`src/rtl/ps2_host_tx.sv`:
```
// PS/2 host-to-device transmitter: sends one command byte to a keyboard or
// mouse over open-drain PS2CLK/PS2DATA. It inhibits the bus and issues a
// request-to-send, then shifts data on device clock edges. It checks the
// device ACK and aborts on a stalled bus. It also gates the companion
// receive port while a transfer is in progress.
module ps2_host_tx #(
  parameter logic [15:0] INHIBIT_CYCLES = 16'd4000,
  parameter logic [16:0] TIMEOUT_CYCLES = 17'd65535
) (
  input  logic       clk_sys,
  input  logic       reset,
  input  logic       ps2clk_ext,
  input  logic       ps2data_ext,
  output logic       ps2clk_oe,
  output logic       ps2data_oe,
  input  logic [7:0] data,
  input  logic       dataload,
  output logic       busy,
  output logic       done,
  output logic       error,
  output logic       rx_enable
);

  typedef enum logic [2:0] {
    S_IDLE,
    S_INHIBIT,
    S_REQ,
    S_DATA,
    S_PARITY,
    S_STOP,
    S_WAITIDLE
  } state_t;

  state_t      state_q, state_d;
  logic [1:0]  clk_sync_q, data_sync_q;
  logic [15:0] hist_q;
  logic [15:0] cnt_q, cnt_d;
  logic [16:0] timer_q, timer_d;
  logic [2:0]  bitcnt_q, bitcnt_d;
  logic [7:0]  byte_q, byte_d;
  logic        clk_oe_q, clk_oe_d;
  logic        data_oe_q, data_oe_d;
  logic        busy_q, busy_d;
  logic        done_q, done_d;
  logic        error_q, error_d;

  logic        fall;
  logic        clk_high;
  logic        data_s;
  logic        timed;
  logic [2:0]  nxt_idx;

  // Odd parity: the parity line level that makes the total count of ones odd.
  function automatic logic odd_parity(input logic [7:0] b);
    return ~^b;
  endfunction

  // A falling edge needs 4 high samples followed by 12 low ones, so short
  // glitches on the device clock never advance the shifter.
  assign fall      = (hist_q == 16'hF000);
  assign clk_high  = (hist_q[3:0] == 4'hF);
  assign data_s    = data_sync_q[1];
  assign timed     = (state_q == S_REQ) || (state_q == S_DATA) ||
                     (state_q == S_PARITY) || (state_q == S_STOP) ||
                     (state_q == S_WAITIDLE);
  assign nxt_idx   = bitcnt_q + 3'd1;

  assign ps2clk_oe  = clk_oe_q;
  assign ps2data_oe = data_oe_q;
  assign busy       = busy_q;
  assign done       = done_q;
  assign error      = error_q;
  assign rx_enable  = ~busy_q;

  // Two-flop synchronizers on the asynchronous pad inputs (idle bus is high).
  always_ff @(posedge clk_sys) begin
    if (reset) begin
      clk_sync_q  <= 2'b11;
      data_sync_q <= 2'b11;
    end else begin
      clk_sync_q  <= {clk_sync_q[0], ps2clk_ext};
      data_sync_q <= {data_sync_q[0], ps2data_ext};
    end
  end

  // Shift history of the synced clock, newest sample in bit 0.
  always_ff @(posedge clk_sys) begin
    if (reset) begin
      hist_q <= 16'hFFFF;
    end else begin
      hist_q <= {hist_q[14:0], clk_sync_q[1]};
    end
  end

  // Next-state and output decode for the transfer sequencer.
  always_comb begin
    state_d   = state_q;
    cnt_d     = cnt_q;
    timer_d   = timer_q;
    bitcnt_d  = bitcnt_q;
    byte_d    = byte_q;
    clk_oe_d  = clk_oe_q;
    data_oe_d = data_oe_q;
    busy_d    = busy_q;
    done_d    = 1'b0;
    error_d   = error_q;

    if (timed) begin
      timer_d = fall ? 17'd0 : timer_q + 17'd1;
    end

    if (timed && !fall && (timer_q == TIMEOUT_CYCLES - 17'd1)) begin
      // Device stopped clocking or never released the bus: abort quietly.
      error_d   = 1'b1;
      clk_oe_d  = 1'b0;
      data_oe_d = 1'b0;
      busy_d    = 1'b0;
      timer_d   = 17'd0;
      state_d   = S_IDLE;
    end else begin
      case (state_q)
        S_IDLE: begin
          clk_oe_d  = 1'b0;
          data_oe_d = 1'b0;
          busy_d    = 1'b0;
          timer_d   = 17'd0;
          if (dataload) begin
            byte_d   = data;
            error_d  = 1'b0;
            busy_d   = 1'b1;
            cnt_d    = 16'd0;
            clk_oe_d = 1'b1;
            state_d  = S_INHIBIT;
          end
        end
        S_INHIBIT: begin
          if (cnt_q == INHIBIT_CYCLES - 16'd1) begin
            // Release clock and pull data low together: start bit / RTS.
            clk_oe_d  = 1'b0;
            data_oe_d = 1'b1;
            timer_d   = 17'd0;
            state_d   = S_REQ;
          end else begin
            cnt_d = cnt_q + 16'd1;
          end
        end
        S_REQ: begin
          if (fall) begin
            data_oe_d = ~byte_q[0];
            bitcnt_d  = 3'd0;
            state_d   = S_DATA;
          end
        end
        S_DATA: begin
          if (fall) begin
            if (bitcnt_q == 3'd7) begin
              data_oe_d = ~odd_parity(byte_q);
              state_d   = S_PARITY;
            end else begin
              bitcnt_d  = nxt_idx;
              data_oe_d = ~byte_q[nxt_idx];
            end
          end
        end
        S_PARITY: begin
          if (fall) begin
            data_oe_d = 1'b0;
            state_d   = S_STOP;
          end
        end
        S_STOP: begin
          if (fall) begin
            if (!data_s) begin
              state_d = S_WAITIDLE;
            end else begin
              error_d = 1'b1;
              busy_d  = 1'b0;
              state_d = S_IDLE;
            end
          end
        end
        S_WAITIDLE: begin
          if (clk_high && data_s) begin
            done_d  = 1'b1;
            busy_d  = 1'b0;
            state_d = S_IDLE;
          end
        end
        default: begin
          clk_oe_d  = 1'b0;
          data_oe_d = 1'b0;
          busy_d    = 1'b0;
          state_d   = S_IDLE;
        end
      endcase
    end
  end

  // Control and counter registers; reset beats a coincident dataload.
  always_ff @(posedge clk_sys) begin
    if (reset) begin
      state_q   <= S_IDLE;
      cnt_q     <= 16'd0;
      timer_q   <= 17'd0;
      bitcnt_q  <= 3'd0;
      clk_oe_q  <= 1'b0;
      data_oe_q <= 1'b0;
      busy_q    <= 1'b0;
      done_q    <= 1'b0;
      error_q   <= 1'b0;
    end else begin
      state_q   <= state_d;
      cnt_q     <= cnt_d;
      timer_q   <= timer_d;
      bitcnt_q  <= bitcnt_d;
      clk_oe_q  <= clk_oe_d;
      data_oe_q <= data_oe_d;
      busy_q    <= busy_d;
      done_q    <= done_d;
      error_q   <= error_d;
    end
  end

  // Latched command byte (data path, no reset needed).
  always_ff @(posedge clk_sys) begin
    byte_q <= byte_d;
  end

endmodule

```
`config.mk`:
```
export PLATFORM = sky130hd
export DESIGN_NAME = ps2_host_tx
export DESIGN_NICKNAME = d
export VERILOG_FILES = /design/src/rtl/ps2_host_tx.sv
export SDC_FILE = /design/constraint.sdc
export NUM_CORES = 1
export LEC_CHECK = 0
export ABC_AREA = 0
export CAP_MARGIN = 10
export CORE_AREA = 5 5 70 103
export CTS_BUF_LIST = sky130_fd_sc_hd__clkbuf_8
export CTS_CLUSTER_SIZE = 40
export DETAILED_ROUTE_END_ITERATION = 7
export DIE_AREA = 0 0 75 108
export PLACE_DENSITY = 0.82
export SLEW_MARGIN = 25
export SYNTH_ARGS = -nofsm -noshare
export SYNTH_HDL_FRONTEND = slang
export SYNTH_SLANG_ARGS = --single-unit
```
`constraint.sdc`:
```
create_clock -name clk_sys -period 1.8 [get_ports clk_sys]
set_input_delay 0.36 -clock clk_sys [delete_from_list [all_inputs] [get_ports clk_sys]]
set_output_delay 0.36 -clock clk_sys [all_outputs]
set_load 0.01 [all_outputs]
```
=== Word level (Yosys, flattened, before mapping) ===
Index checks and enable logic that the tools add are counted.

* Register bits: 72
* Bits in latches: 0
* Memory bits (writable): 0
* Bits in read-only memories: 0
* Input port bits: 13
* Output and inout bits: 6
* Word-level logic and storage cells: 119
* Memories: 0

* $add $sub $neg: 3
* $mul: 0
* Divide/modulo/power cells: 0
* $lt $le $gt $ge: 1
* Equal/unequal tests: 25
* Shifts and indexed selects: 0
* Mux-type cells: 42
* Bitwise logic cells: 9
* Reduce and logical (&&, ||, !) cells: 26

{| class="wikitable"
|+ Operators by type and width
! operator !! number
|-
| $mux W17 || 3
|-
| $mux W3 || 12
|-
| $pmux W17 S2 || 1
|-
| $mux W16 || 2
|-
| $pmux W16 S2 || 1
|-
| $pmux W3 S7 || 1
|-
| $ne A2 B2 Y1 const B || 9
|-
| $add A17 B1 Y17 const B || 1
|-
| $eq A17 B16 Y1 const B || 1
|-
| $add A16 B1 Y16 const B || 1
|-
| $eq A16 B12 Y1 const B || 1
|-
| $eq A16 B16 Y1 const B || 1
|-
| $mux W1 || 16
|-
| $eq A3 B3 Y1 const B || 4
|-
| $reduce_and A4 Y1 || 3
|-
| $reduce_and A5 Y1 || 2
|-
| $not A1 Y1 || 9
|-
| $reduce_and A8 Y1 || 1
|-
| $reduce_xnor A8 Y1 || 1
|-
| $eq A3 B2 Y1 const B || 2
|-
| $ne A3 B2 Y1 const B || 2
|-
| $pmux W3 S2 || 1
|-
| $pmux W1 S5 || 1
|-
| $reduce_or A5 Y1 || 1
|-
| other kinds (21) || 29
|}

=== Depth between registers and ports, before layout ===
* Depth after elaboration: 9
* Mapped depth: 8
* Gate-level depth less buffers: 8

=== Worst setup path before layout ===
Ideal clock, no wire load.

* Path kind: register to register
* From: reg bitcnt_q[0]
* To: reg data_oe_q, in the netlist ps2data_oe
* Setup time: 58 ps
* Data arrival time: 1759 ps
* Slack: -17 ps
* Stages on the path, launching flop included: 6
* Buffers on the path: 0
* Period minus slack after synthesis: 1817 ps
* Cells stage by stage: dfxtp_1 > ha_1 > mux4_2 > mux2_2 > o32ai_1 > o21a_1

* Longest elaborated chain between the ends: 7

{| class="wikitable"
|+ Ends and longest elaborated chain
! element !! line !! text
|-
| start, declared || 39 || <nowiki>logic [2:0] bitcnt_q, bitcnt_d;</nowiki>
|-
| start signal, assigned || 215 || <nowiki>bitcnt_q <= bitcnt_d;</nowiki>
|-
| $add A3 B1 Y3 || 66 || <nowiki>assign nxt_idx = bitcnt_q + 3'd1;</nowiki>
|-
| $bmux W1 S3 || 161 || <nowiki>data_oe_d = ~byte_q[nxt_idx];</nowiki>
|-
| $mux W1 (implied by the code) || 161 ||
|-
| $not A1 Y1 || 161 ||
|-
| $mux W1 (*) || 156 || <nowiki>if (bitcnt_q == 3'd7) begin</nowiki>
|-
| $mux W1 (*) || 155 || <nowiki>if (fall) begin</nowiki>
|-
| $pmux W1 S5 (*) || 121 || <nowiki>case (state_q)</nowiki>
|-
| end signal, assigned || 217 || <nowiki>data_oe_q <= data_oe_d;</nowiki>
|-
| end, declared || 42 || <nowiki>logic data_oe_q, data_oe_d;</nowiki>
|}

Every way passes the cells marked *; elsewhere a longest branch is shown, timed or not. The select of a mux whose other input is x is not followed.
A chain may end at the register's enable or synchronous reset.

=== Final worst setup path ===
* From: reg hist_q[0]
* To: reg data_oe_q, in the netlist ps2data_oe

* Longest elaborated chain between the ends: 5

{| class="wikitable"
|+ Ends and longest elaborated chain
! element !! line !! text
|-
| start, declared || 36 || <nowiki>logic [15:0] hist_q;</nowiki>
|-
| start signal, assigned || 91 || <nowiki>hist_q <= {hist_q[14:0], clk_sync_q[1]};</nowiki>
|-
| $eq A16 B16 Y1 (*) || 60 || <nowiki>assign fall = (hist_q == 16'hF000);</nowiki>
|-
| branches (longest 4 deep; another with $reduce_and A5 Y1) || - ||
|}

Mark *: on every way between the ends.

==> out/qor.txt <==
Largest net degree at the start of global routing: 24
Number of top-level pins: 19
Critical path startpoint: hist_q[0]
Crit. End Element: register
Vias per cell: 5.608
Seq/Total Area, Yosys: 46.15%
First-pass GRT wire length: 11190 um
Simple-gate share of the synthesized area: 27.63%
Slowest-stage cell, CP: nor4_2
Synth Area in Compound Gates: 10.06%
R2R Setup Slk: -40 ps
Post-synthesis mux area share: 2.315%
Synth-to-Final Area Change: 22.43%
Largest family of logic cells by synthesized area: simple AND/OR/NAND/NOR gates
Worst Path Required: 2040 ps
CTS tree: done
Grt total ovfl: 0
Mapped Area: 0.003297 mm^2
FP Rows: 35
Yosys warnings: 0
Worst setup endpoint: ps2data_oe
Final Setup Violations: 1
Ratio of cells with drive above 1 in the final layout: 24.94%
Slew HR: 75.75%
EDFF count, synth: 8
Pre-CTS setup slack: -278.6 ps
CTS sink cnt: 72
Crit start category: register
Minimum clock period: 1837 ps
CTS H-tree lvls: 3
RSZ-0062 raised after global routing: true
Final Core Density: 65.37%
Total number of vias: 2686
Initial antenna violation count: 0
Die area: 0.008100 mm^2
FF+latch count, synth: 72
Max-cap violations: 0
R2R Path Start: hist_q[0]
Nets: 418
Post-route ant nets: 0
Max incr delay on CP: 370 ps
CTS root buf: clkbuf_8
Starting DRC count in detailed routing: 169
Critical Path, Cell by Cell: nor4_2, nand4_1, buf_4, a2bb2oi_1, o32ai_4, o21a_1
P_leak: 0.001401 uW
WL/cell: 14.21 um
Mean Syn Cell Area: 9.287 um^2
Clock transition at path regs: 70 ps
Kind of critical path: reg2reg
VDD IR max: 0.6099 mV
Number of distinct library cells after synthesis: 61
Top FF cell, synth: dfxtp_1
Pre-antenna DRT Iters: 4
Worst-skew pair later-pin latency: 350 ps
Inserted Diodes: 0
Fin. Hold Viols: 0
Most frequent cells in the layout: 60 x dfxtp_1, 50 x nor2_1, 27 x nand2_1, 27 x buf_4
Worst-path maximum fanout: 5
Vias in the first global route: 2635
Failing checks: setup timing
Max Root-Sink Buffers: 2
Max-slew violation count: 0
Initial core utilization: 53.39%
Crit path DAT: 2080 ps
Total CTS buffers: 9
Clk_skew: 10.60 ps
Post-Syn Nets: 373
Die extent in y: 108 um
Reg2Reg Capture Point: ps2data_oe
Fin crit share: 102.0%
Buffers on Ports: 18
FF-to-FF path depth: 6
Hold_buf cts: 0
Synth Area in XOR/XNOR: 8.501%
Setup WS post-layout: -36.86 ps
WHS Path Cells: 1
Setup bufs post-CTS: 0
Outcome: finished, violations left
Post-DP HPWL: 4782 um
Core area: 0.006175 mm^2
Worst-Margin Slew: 362.5 ps
Total GRT Usage: 17.84%
Hold WC Path Type: reg2reg
Max Fclk: 0.5444 GHz
Cell Area, Placed: 0.003749 mm^2
DRC viols: 0
Final instance area: 0.004036 mm^2
Die Span X: 75 um
Synth Area in Adders: 1.898%
Synth Instances: 355
Ys async rst share: 0%
Pwr dens: 869.0 mW/mm^2
Global placement routability congestion: 0.9327
Routed wire length: 6805 um
Most common cell after layout, fill and taps aside: dfxtp_1
[logic make-up (layout without fill, tap and decap cells)]
logic type / Yosys count / in the layout
and+or+nand+nor: 166 / 166
DFF: 72 / 72
AOI/OAI and AO/OA: 52 / 52
xor gates and xnor gates: 32 / 32
buffers and inverters: 23 / 73
adders and majority gates: 5 / 5
muxes: 5 / 5
[what timing repair did]
action                                  in CTS  in global routing
endpoints found under the hold margin        0                  0
pin swaps                                    0                  7
endpoints found under the setup margin      28                 28
gates resized for setup                      8                 13
[registers in the layout (all words and copies together), names as in the netlist]
register,count
busy,1
error,1
ps2data_oe,1
clk_sync_q,2
done,1
bitcnt_q,3
ps2clk_oe,1
cnt_q,16
byte_q,8
state_q,3
hist_q,16
data_sync_q,2
timer_q,17
[layer usage]
| layer | up-vias | part of all wire [%] | global-route usage [%] | routed length [um] |
|---|---|---|---|---|
| met1 | 1260 | 39 | 18.58 | 2684 |
| li1 | 1328 | - | - | - |
| met4 | 0 | 3.2 | 9.796 | 217 |
| met5 | - | 0 | 0 | 0 |
| met3 | 24 | 4.5 | 4.651 | 305 |
| met2 | 74 | 53 | 31.42 | 3598 |
[per-stage QoR]
stage / hold slack, ps / std cells / TNS (ps) / power [uW]
global route: 429.4 / 479 / -446.7 / 3655
global placement: 391.1 / 463 / -2074 / 2279
detailed placement: 400.8 / 463 / -3180 / 2293
finish: 416.9 / 479 / -36.86 / 3507
floorplan: 389.5 / 355 / 0 / 2102
CTS: 419.5 / 479 / 0 / 3503
[worst max-delay path, delay by kind of cell (launching register included)]
family                 cells  cell delay [ps]
AO/OA/AOI/OAI              3              560
buffers and inverters      1              230
flip-flops                 1              340
AND/OR/NAND/NOR            2              620
[worst min path at each step]
stage | start | end | slack (ps)
final | data_sync_q[0] | data_sync_q[1] | 420
after global routing | clk_sync_q[0] | clk_sync_q[1] | 430
after CTS | clk_sync_q[1] | hist_q[0] | 420
after detailed placement | clk_sync_q[1] | hist_q[0] | 400
after global placement | data_sync_q[0] | data_sync_q[1] | 390
after floorplan | clk_sync_q[0] | clk_sync_q[1] | 390
[power by group]
part | switching (uW) | leakage (uW) | internal (uW)
Clock | 591 | 0.000101 | 628
Sequential | 43.9 | 0.000597 | 1680
Combinational | 290 | 0.000703 | 274
Total | 925 | 0.00140 | 2580
[cell type report]
type,instances,area (um^2)
clock inverter,7,62.56
inverter,10,37.54
timing repair buffer,47,422.9
clock buffer,9,123.9
multi-input combinational,260,1770
fill,460,2138
tap,74,92.59
sequential,72,1526
[synthesized netlist by cell type (2+ instances only)]
master / n / area (um^2)
o21ai_0: 15 / 75.07
or2_2: 20 / 125.1
buf_4: 2 / 15.01
nand3_1: 15 / 75.07
a211oi_1: 3 / 22.52
o32ai_1: 2 / 17.52
xor2_1: 12 / 105.1
nor4b_1: 2 / 17.52
edfxtp_1: 8 / 240.2
o21ai_2: 2 / 17.52
clkbuf_1: 5 / 18.77
nor2b_1: 3 / 18.77
a31oi_1: 2 / 12.51
nand2_1: 27 / 101.4
nor2_1: 51 / 191.4
and2_1: 2 / 12.51
a21oi_1: 15 / 75.07
xnor2_1: 20 / 175.2
and3_2: 2 / 15.01
or2b_2: 2 / 17.52
nor3_1: 6 / 30.03
or3_1: 3 / 18.77
ha_1: 5 / 62.56
buf_6: 2 / 22.52
nor3_2: 2 / 20.02
mux2i_1: 2 / 20.02
mux4_2: 2 / 45.04
inv_1: 10 / 37.54
dfxtp_1: 64 / 1281
nand3b_1: 2 / 15.01
nand4_1: 11 / 68.82
and4_1: 3 / 26.28
nor4_1: 3 / 18.77
buf_2: 3 / 15.01
Power figures use the tool's default switching activity.
